### src/rtl/lc3_dmem_pkg.sv
// Shared types and helpers for the LC3 data-memory controller.
// Holds the controller state encoding, the latched request record and the range check.
package lc3_dmem_pkg;

  localparam int WORD_W = 16;
  localparam int ADDR_W = 16;

  typedef enum logic [1:0] {
    IDLE    = 2'd0,
    ACCESS  = 2'd1,
    WAIT    = 2'd2,
    CAPTURE = 2'd3
  } state_t;

  typedef struct packed {
    logic [ADDR_W-1:0] addr;
    logic [WORD_W-1:0] din;
    logic              rd;
  } dmem_req_t;

  // Any set address bit at or above the implemented width puts the access out of range.
  function automatic logic addr_out_of_range(input logic [ADDR_W-1:0] addr,
                                             input int             addr_w_eff);
    logic oor;
    oor = 1'b0;
    for (int i = 0; i < ADDR_W; i++) begin
      if ((i >= addr_w_eff) && addr[i]) oor = 1'b1;
    end
    return oor;
  endfunction

endpackage

### src/rtl/lc3_dmem_wait_cnt.sv
// 4-bit loadable down-counter that times the SRAM wait states.
// Load has priority over enable; the count rests at zero.
module lc3_dmem_wait_cnt (
  input  logic       clock,
  input  logic       reset,
  input  logic       i_load,
  input  logic [3:0] i_load_val,
  input  logic       i_en,
  output logic       o_zero
);

  logic [3:0] r_cnt;

  // NOTE: sequential state is updated with non-blocking assignments only.
  always_ff @(posedge clock) begin
    if (reset) begin
      r_cnt <= 4'd0;
    end else if (i_load) begin
      r_cnt <= i_load_val;
    end else if (i_en && (r_cnt != 4'd0)) begin
      r_cnt <= r_cnt - 4'd1;
    end
  end

  assign o_zero = (r_cnt == 4'd0);

endmodule

### src/rtl/lc3_dmem_ctrl.sv
// Data-memory controller behind the LC3 MemAccess stage: one access at a time,
// sequenced onto a synchronous SRAM with WAIT_CYCLES extra wait states.
module lc3_dmem_ctrl
  import lc3_dmem_pkg::*;
#(
  parameter int WAIT_CYCLES = 0,
  parameter int ADDR_W_EFF  = 16
) (
  input  logic              clock,
  input  logic              reset,
  input  logic              req_valid,
  output logic              req_ready,
  input  logic [ADDR_W-1:0] dmem_addr,
  input  logic [WORD_W-1:0] dmem_din,
  input  logic              dmem_rd,
  output logic              rsp_valid,
  output logic [WORD_W-1:0] rsp_data,
  output logic              rsp_err,
  output logic              complete_data,
  output logic              sram_ce,
  output logic              sram_we,
  output logic [ADDR_W-1:0] sram_addr,
  output logic [WORD_W-1:0] sram_wdata,
  input  logic [WORD_W-1:0] sram_rdata
);

  localparam logic [3:0] CNT_LOAD = (WAIT_CYCLES > 0) ? 4'(WAIT_CYCLES - 1) : 4'd0;

  state_t      r_state;
  state_t      w_next_state;
  dmem_req_t   r_req;
  dmem_req_t   w_req_in;
  logic        r_err;
  logic        w_err_in;
  logic        w_accept;
  logic        w_cnt_zero;

  logic              r_req_ready;
  logic              r_rsp_valid;
  logic              r_rsp_err;
  logic [WORD_W-1:0] r_rsp_data;
  logic              r_sram_ce;
  logic              r_sram_we;

  logic              w_req_ready_d;
  logic              w_rsp_valid_d;
  logic              w_rsp_err_d;
  logic [WORD_W-1:0] w_rsp_data_d;
  logic              w_sram_ce_d;
  logic              w_sram_we_d;

  assign w_req_in = '{addr: dmem_addr, din: dmem_din, rd: dmem_rd};
  assign w_err_in = addr_out_of_range(dmem_addr, ADDR_W_EFF);
  // req_ready is high exactly while IDLE, so it doubles as the accept qualifier.
  assign w_accept = req_valid & r_req_ready;

  always_ff @(posedge clock) begin
    if (reset) begin
      r_state <= IDLE;
    end else begin
      r_state <= w_next_state;
    end
  end

  always_comb begin
    w_next_state = r_state;
    unique case (r_state)
      IDLE:    if (w_accept) w_next_state = ACCESS;
      ACCESS:  w_next_state = (WAIT_CYCLES > 0) ? WAIT : CAPTURE;
      WAIT:    if (w_cnt_zero) w_next_state = CAPTURE;
      CAPTURE: w_next_state = IDLE;
      default: w_next_state = IDLE;
    endcase
  end

  // The latch feeds the SRAM address/data buses directly during ACCESS.
  always_ff @(posedge clock) begin
    if (reset) begin
      r_req <= '0;
      r_err <= 1'b0;
    end else if (w_accept) begin
      r_req <= w_req_in;
      r_err <= w_err_in;
    end
  end

  lc3_dmem_wait_cnt u_wait_cnt (
    .clock      (clock),
    .reset      (reset),
    .i_load     (r_state == ACCESS),
    .i_load_val (CNT_LOAD),
    .i_en       (r_state == WAIT),
    .o_zero     (w_cnt_zero)
  );

  // Outputs are registered, so this computes what each flop holds in the next state.
  always_comb begin
    // NOTE: every signal gets a default first so no path leaves it unassigned (no latch).
    w_req_ready_d = r_req_ready;
    w_rsp_valid_d = 1'b0;
    w_rsp_err_d   = 1'b0;
    w_rsp_data_d  = r_rsp_data;
    w_sram_ce_d   = 1'b0;
    w_sram_we_d   = 1'b0;
    unique case (r_state)
      IDLE: begin
        if (w_accept) begin
          w_req_ready_d = 1'b0;
          w_sram_ce_d   = ~w_err_in;
          w_sram_we_d   = ~w_err_in & ~dmem_rd;
        end
      end
      CAPTURE: begin
        w_req_ready_d = 1'b1;
        w_rsp_valid_d = 1'b1;
        w_rsp_err_d   = r_err;
        if (r_req.rd) w_rsp_data_d = r_err ? '0 : sram_rdata;
      end
      default: ;
    endcase
  end

  always_ff @(posedge clock) begin
    if (reset) begin
      r_req_ready <= 1'b1;
      r_rsp_valid <= 1'b0;
      r_rsp_err   <= 1'b0;
      r_rsp_data  <= '0;
      r_sram_ce   <= 1'b0;
      r_sram_we   <= 1'b0;
    end else begin
      r_req_ready <= w_req_ready_d;
      r_rsp_valid <= w_rsp_valid_d;
      r_rsp_err   <= w_rsp_err_d;
      r_rsp_data  <= w_rsp_data_d;
      r_sram_ce   <= w_sram_ce_d;
      r_sram_we   <= w_sram_we_d;
    end
  end

  assign req_ready     = r_req_ready;
  assign rsp_valid     = r_rsp_valid;
  assign complete_data = r_rsp_valid;
  assign rsp_err       = r_rsp_err;
  assign rsp_data      = r_rsp_data;
  assign sram_ce       = r_sram_ce;
  assign sram_we       = r_sram_we;
  assign sram_addr     = r_req.addr;
  assign sram_wdata    = r_req.din;

endmodule

### config.mk
export PLATFORM = sky130hd
export DESIGN_NAME = lc3_dmem_ctrl
export DESIGN_NICKNAME = d
export VERILOG_FILES = /design/src/rtl/lc3_dmem_pkg.sv /design/src/rtl/lc3_dmem_wait_cnt.sv /design/src/rtl/lc3_dmem_ctrl.sv
export SDC_FILE = /design/constraint.sdc
export NUM_CORES = 1
export LEC_CHECK = 0
export CORE_MARGIN = 4
export CORE_UTILIZATION = 40
export DETAILED_ROUTE_END_ITERATION = 12
export PLACE_DENSITY = 0.77
export SETUP_SLACK_MARGIN = 0.15
export SYNTH_ARGS = -nofsm -noshare
export SYNTH_HDL_FRONTEND = slang
export SYNTH_HIERARCHICAL = 1
export SYNTH_SLANG_ARGS = --single-unit
### constraint.sdc
create_clock -name clock -period 2 [get_ports clock]
set_clock_uncertainty 0.2 [all_clocks]
set_input_delay 0.3 -clock clock [delete_from_list [all_inputs] [get_ports clock]]
set_output_delay 0.3 -clock clock [all_outputs]
set_load 0.02 [all_outputs]
After elaboration in Yosys (flattened, before gate mapping):

Cells that the tools add are included.
W data, S select, Z words.

* $add $sub $neg: 1
* equal/unequal tests: 5
* multiplexer cells: 7
* bitwise operators: 4
* reduce and logical (&&, ||, !) cells: 11

Operators with widths (count)
* $pmux W2 S4: 1
* $reduce_and A2 Y1: 3
* $eq A2 B2 Y1 const B: 2
* $logic_not A4 Y1: 1
* $mux W2: 2
* $ne A2 B2 Y1 const B: 2
* $reduce_bool A4 Y1: 1
* $reduce_or A2 Y1: 2
* $sub A4 B1 Y4 const B: 1
* $mux W1: 3
* $not A1 Y1: 3
* $reduce_or A3 Y1: 1
* $eq A2 B1 Y1 const B: 1
* $logic_not A2 Y1: 1
* $pmux W1 S2: 1
* $reduce_bool A2 Y1: 1
* $and A1 B1 Y1: 1
* $logic_and A1 B1 Y1: 1

* flip-flop bits (word level): 59
* input port bits: 52
* output and inout bits: 54
* logic and storage cells: 38

Logic depth before layout (Yosys ltp):

* depth in word-level cells: 3
* mapped depth: 7
* depth with buffers taken out: 7

Cells and area by module:

The synthesis kept the hierarchy.

Modules (own cells, without submodules)
* lc3_dmem_ctrl: instances 1, cells each 279, area each 2533.7 um^2, sequential area each 1101.1 um^2
* lc3_dmem_wait_cnt: instances 1, cells each 29, area each 262.8 um^2, sequential area each 80.1 um^2

Worst setup path after synthesis:

No wires, ideal clock.

* path type: register to register
* from: register u_wait_cnt.r_cnt[1]
* to: register r_state[0]
* setup time: 123 ps
* data arrival time: 1568 ps
* required time: 1677 ps
* slack: 109 ps
* stages on the path, launching flop included: 8
* path buffers: 0
* period minus slack after synthesis: 1891 ps
* cell sequence: dfxtp_1 > inv_1 > ha_1 > or3b_4 > inv_1 > nor2b_1 > a21oi_2 > mux2_1

* cells in the longest elaborated chain, start to end: 3

RTL lines
* start: declaration: RTL line lc3_dmem_wait_cnt.sv:12 `logic [3:0] r_cnt;`
* start signal: assignment: RTL line lc3_dmem_wait_cnt.sv:19 `r_cnt <= i_load_val;`
* start signal: assignment: RTL line lc3_dmem_wait_cnt.sv:21 `r_cnt <= r_cnt - 4'd1;`
* $logic_not A4 Y1: RTL line lc3_dmem_wait_cnt.sv:25 `assign o_zero = (r_cnt == 4'd0);`
* named net w_cnt_zero: RTL line lc3_dmem_ctrl.sv:36 `logic w_cnt_zero;`
* $ne A2 B2 Y1 (no line)
* $reduce_and A2 Y1 (no line)
* end signal: assignment: RTL line lc3_dmem_ctrl.sv:61 `r_state <= w_next_state;`
* end: declaration: RTL line lc3_dmem_ctrl.sv:29 `state_t r_state;`

The timed path passes the listed nets, and every way through them passes these cells.
A chain may end at the register's enable or synchronous reset.

Final worst setup path:

* from: register u_wait_cnt.r_cnt[0]
* to: register r_state[0]

Same word-level chain as after synthesis.

==> results.py <==
metrics = {
    "cells_and_area": {
        "area_growth_pct": 40.0,
        "antenna_cells": 0,
        "nets": 447,
        "final_area_um2": 3920,
        "final_cell_mix": "102 x clkdlybuf4s50_1, 73 x nand2_1, 57 x dfxtp_1, 37 x a21oi_2, 31 x nand2_2",
        "layout-drive-gt1-share_pct": 27.7,
        "layout_commonest_cell": "clkdlybuf4s50_1",
    },
    "synth": {
        "async_flop_share_pct": 0,
        "synthAdderAreaFrac_pct": 2.68,
        "syn-cell-area_um2": 2800,
        "synth_seq_cells": 59,
        "synth.mux.area_fraction_pct": 1.12,
        "synth_compound_area_share_pct": 16.6,
        "yosysWarningCount": 6,
        "ys.flop_type": "dfxtp_1",
        "synth-simple-area-share_pct": 21.8,
        "synthXorXnorAreaFrac_pct": 0,
        "syn_inst": 308,
        "synth-edff-count": 0,
        "avgSynthCellArea_um2": 9.08,
        "seq_area_frac_synth_pct": 42.2,
        "synth_top_family_by_area": "simple AND/OR/NAND/NOR gates",
        "synth.distinct_cells": 32,
    },
    "routing": {
        "post-route-drc-count": 0,
        "drt-initial-drc-count": 81,
        "routed_wirelength_mm": 6.17,
        "via_per_inst": 4.41,
        "detail-route-antenna-nets": 0,
        "first_pass_iters": 4,
        "vias": 2161,
        "routedWlPerCell_um": 12.6,
    },
    "power": {
        "ir_worst_vdd_uv": 560,
        "p_per_area_nw_per_um2": 995,
        "intPower_w": 0.00267,
        "p_leak_nw": 1.38,
        "p_total_w": 0.00390,
        "swShare_pct": 31.4,
        "p_comb_share_pct": 33.1,
        "p_sw_w": 0.00122,
        "seq_power_share_pct": 36.4,
        "clkPwrFrac_pct": 30.4,
    },
    "clock_tree": {
        "clockBufferDepth": 2,
        "clk_pin_slew_ns": 0.07,
        "insertion_delay_ns": 0.32,
        "clockRootBuffer": "clkbuf_8",
        "clock_sinks": 59,
        "cts_tree": "done",
        "htree_levels": 3,
        "cts_hold_buffers": 0,
        "cts_buffers": 9,
    },
    "die": {
        "io-pin-count": 106,
        "die_x_um": 91.6,
        "die_h_um": 91.6,
        "start_util_pct": 41.2,
        "rows": 30,
        "die-area_um2": 8390,
        "core-area_um2": 6790,
    },
    "global_route": {
        "grt_pass1_wl_mm": 9.79,
        "grt_util_all_layers_pct": 14.3,
        "grt_max_degree": 24,
        "grt_pass1_vias": 2142,
        "met1_usage_pct": 17.2,
        "grt-ovfl-total": 0,
        "grtUsageMet3_pct": 4.51,
        "grt_antenna_before_repair": 0,
        "met2_usage_pct": 23.5,
        "grt-busiest-layer": "met2",
    },
    "critical_path": {
        "path_max_fanout": 4,
        "start_kind": "flop",
        "critPathMaxStageDelay_ns": 0.41,
        "crit_slowest_cell": "or3b_4",
        "crit_required_ns": 2.01,
        "regToRegSetupSlack_ns": 0.16,
        "critPathKind": "reg2reg",
        "critPathArrivalTime_ns": 1.85,
        "crit_path_end_kind": "flop",
        "cp_cell_sequence": "inv_2 > ha_4 > or3b_4 > inv_1 > nor2b_1 > a21oi_2 > mux2_4",
    },
    "sta": {
        "slew_violations": 0,
        "worst_slew_pin_slew_ns": 0.533,
        "max_slew_margin_pct": 64.4,
        "hold_viol_final": 0,
        "fin_setup_tns_ns": 0,
        "setup-violations-final": 0,
        "max_freq_ghz": 0.545,
        "fin_crit_ns": 1.84,
        "fin_crit_sh_pct": 91.8,
        "rsz0062_at_grt": "true",
    },
    "place": {
        "port-buffer-count": 104,
        "gp_congestion": 0.706,
        "hpwlAfterDp_mm": 4.36,
        "placed_cell_area_um2": 3640,
    },
    "outcome": {
        "outcome": "completed",
    },
    "min_path": {
        "hold_class": "in2reg",
    },
    "run": {
        "maxCapViolCount": 0,
    },
}
synth_stat cells, drive strengths merged, types with 2 or more instances:
cell type	n	area, µm²
and2	2	15.0
mux2i	2	20.0
nor2b	4	25.0
nand2b	3	18.8
nand2	104	468
buf	50	407
dfxtp	59	1180
nor2	7	26.3
a21oi	50	389
a311oi	2	17.5
inv	6	22.5
ha	6	75.1
layer usage:
metal  up-vias  part of all wire, %
li1       1113                    -
met1       963                   45
met2        74                   46
met3        11                  7.3
met4         0                  1.5
met5         -                    0
kinds of logic (layout without fill, tap and decap cells):
kind of cell / Yosys count / in the layout
mux: 3 / 3
fa+ha+maj: 6 / 6
other cells: 1 / 5
simple gates: 126 / 126
buf+inv: 56 / 138
flops: 59 / 59
compound gates: 57 / 57
metrics by stage:
| step | setup WS [ns] | hold slack [ns] | util [%] | cells |
|---|---|---|---|---|
| finish | 0.164 | 0.199 | 57.6 | 490 |
| floorplan | 0.167 | 0.172 | - | 312 |
| CTS | 0.150 | 0.192 | 57.1 | 487 |
| detailed placement | 0.0782 | 0.246 | 53.6 | 468 |
| global placement | 0.136 | 0.241 | 53.6 | 468 |
| global route | 0.119 | 0.210 | 57.6 | 490 |
final timing paths:
path / startpoint / to / depth (start not counted)
setup reg to reg: u_wait_cnt/r_cnt[0] / r_state[0] / 7
setup / recovery: u_wait_cnt/r_cnt[0] / r_state[0] / 7
hold / removal: reset / sram_addr[0] / 2
hold reg to reg: sram_wdata[15] / sram_wdata[15] / 2
power groups by stage:
stage | clock (W) | combinational (W) | sequential (W)
floorplan | 0 | 0.000871 | 0.00145
global placement | 0 | 0.00115 | 0.00144
detailed placement | 0 | 0.00117 | 0.00144
CTS | 0.00122 | 0.00123 | 0.00142
global route | 0.00127 | 0.00139 | 0.00144
finish | 0.00119 | 0.00129 | 0.00142
layout make-up:
class	instances	area (µm²)
fill	615	2880
inverter	6	22.5
timing repair buffer	116	1150
sequential	59	1180
clock buffer	10	128
tap	96	120
clock inverter	6	90.1
multi-input combinational	197	1220
worst max-delay path, delay by kind of cell, from the launching register on:
family	cells	cell delay (ns)
buffers and inverters	2	0.15
DFF	1	0.33
and+or+nand+nor	2	0.46
muxes	1	0.31
adders and majority gates	1	0.14
AOI/OAI and AO/OA	1	0.14
sequential cells by signal (all words and copies together) (netlist names):
register	cells
req_ready	1
sram_ce	1
r_req	1
r_state	2
sram_wdata	16
sram_addr	16
sram_we	1
rsp_data	16
complete_data	1
u_wait_cnt/r_cnt	4
what timing repair did:
action,CTS,global route
pin swaps,0,1
gates resized for setup,2,5
buffers inserted,3,3
endpoints found under the setup margin,2,12
endpoints found under the hold margin,0,0
cloned,0,0
Power figures use the tool's default switching activity.
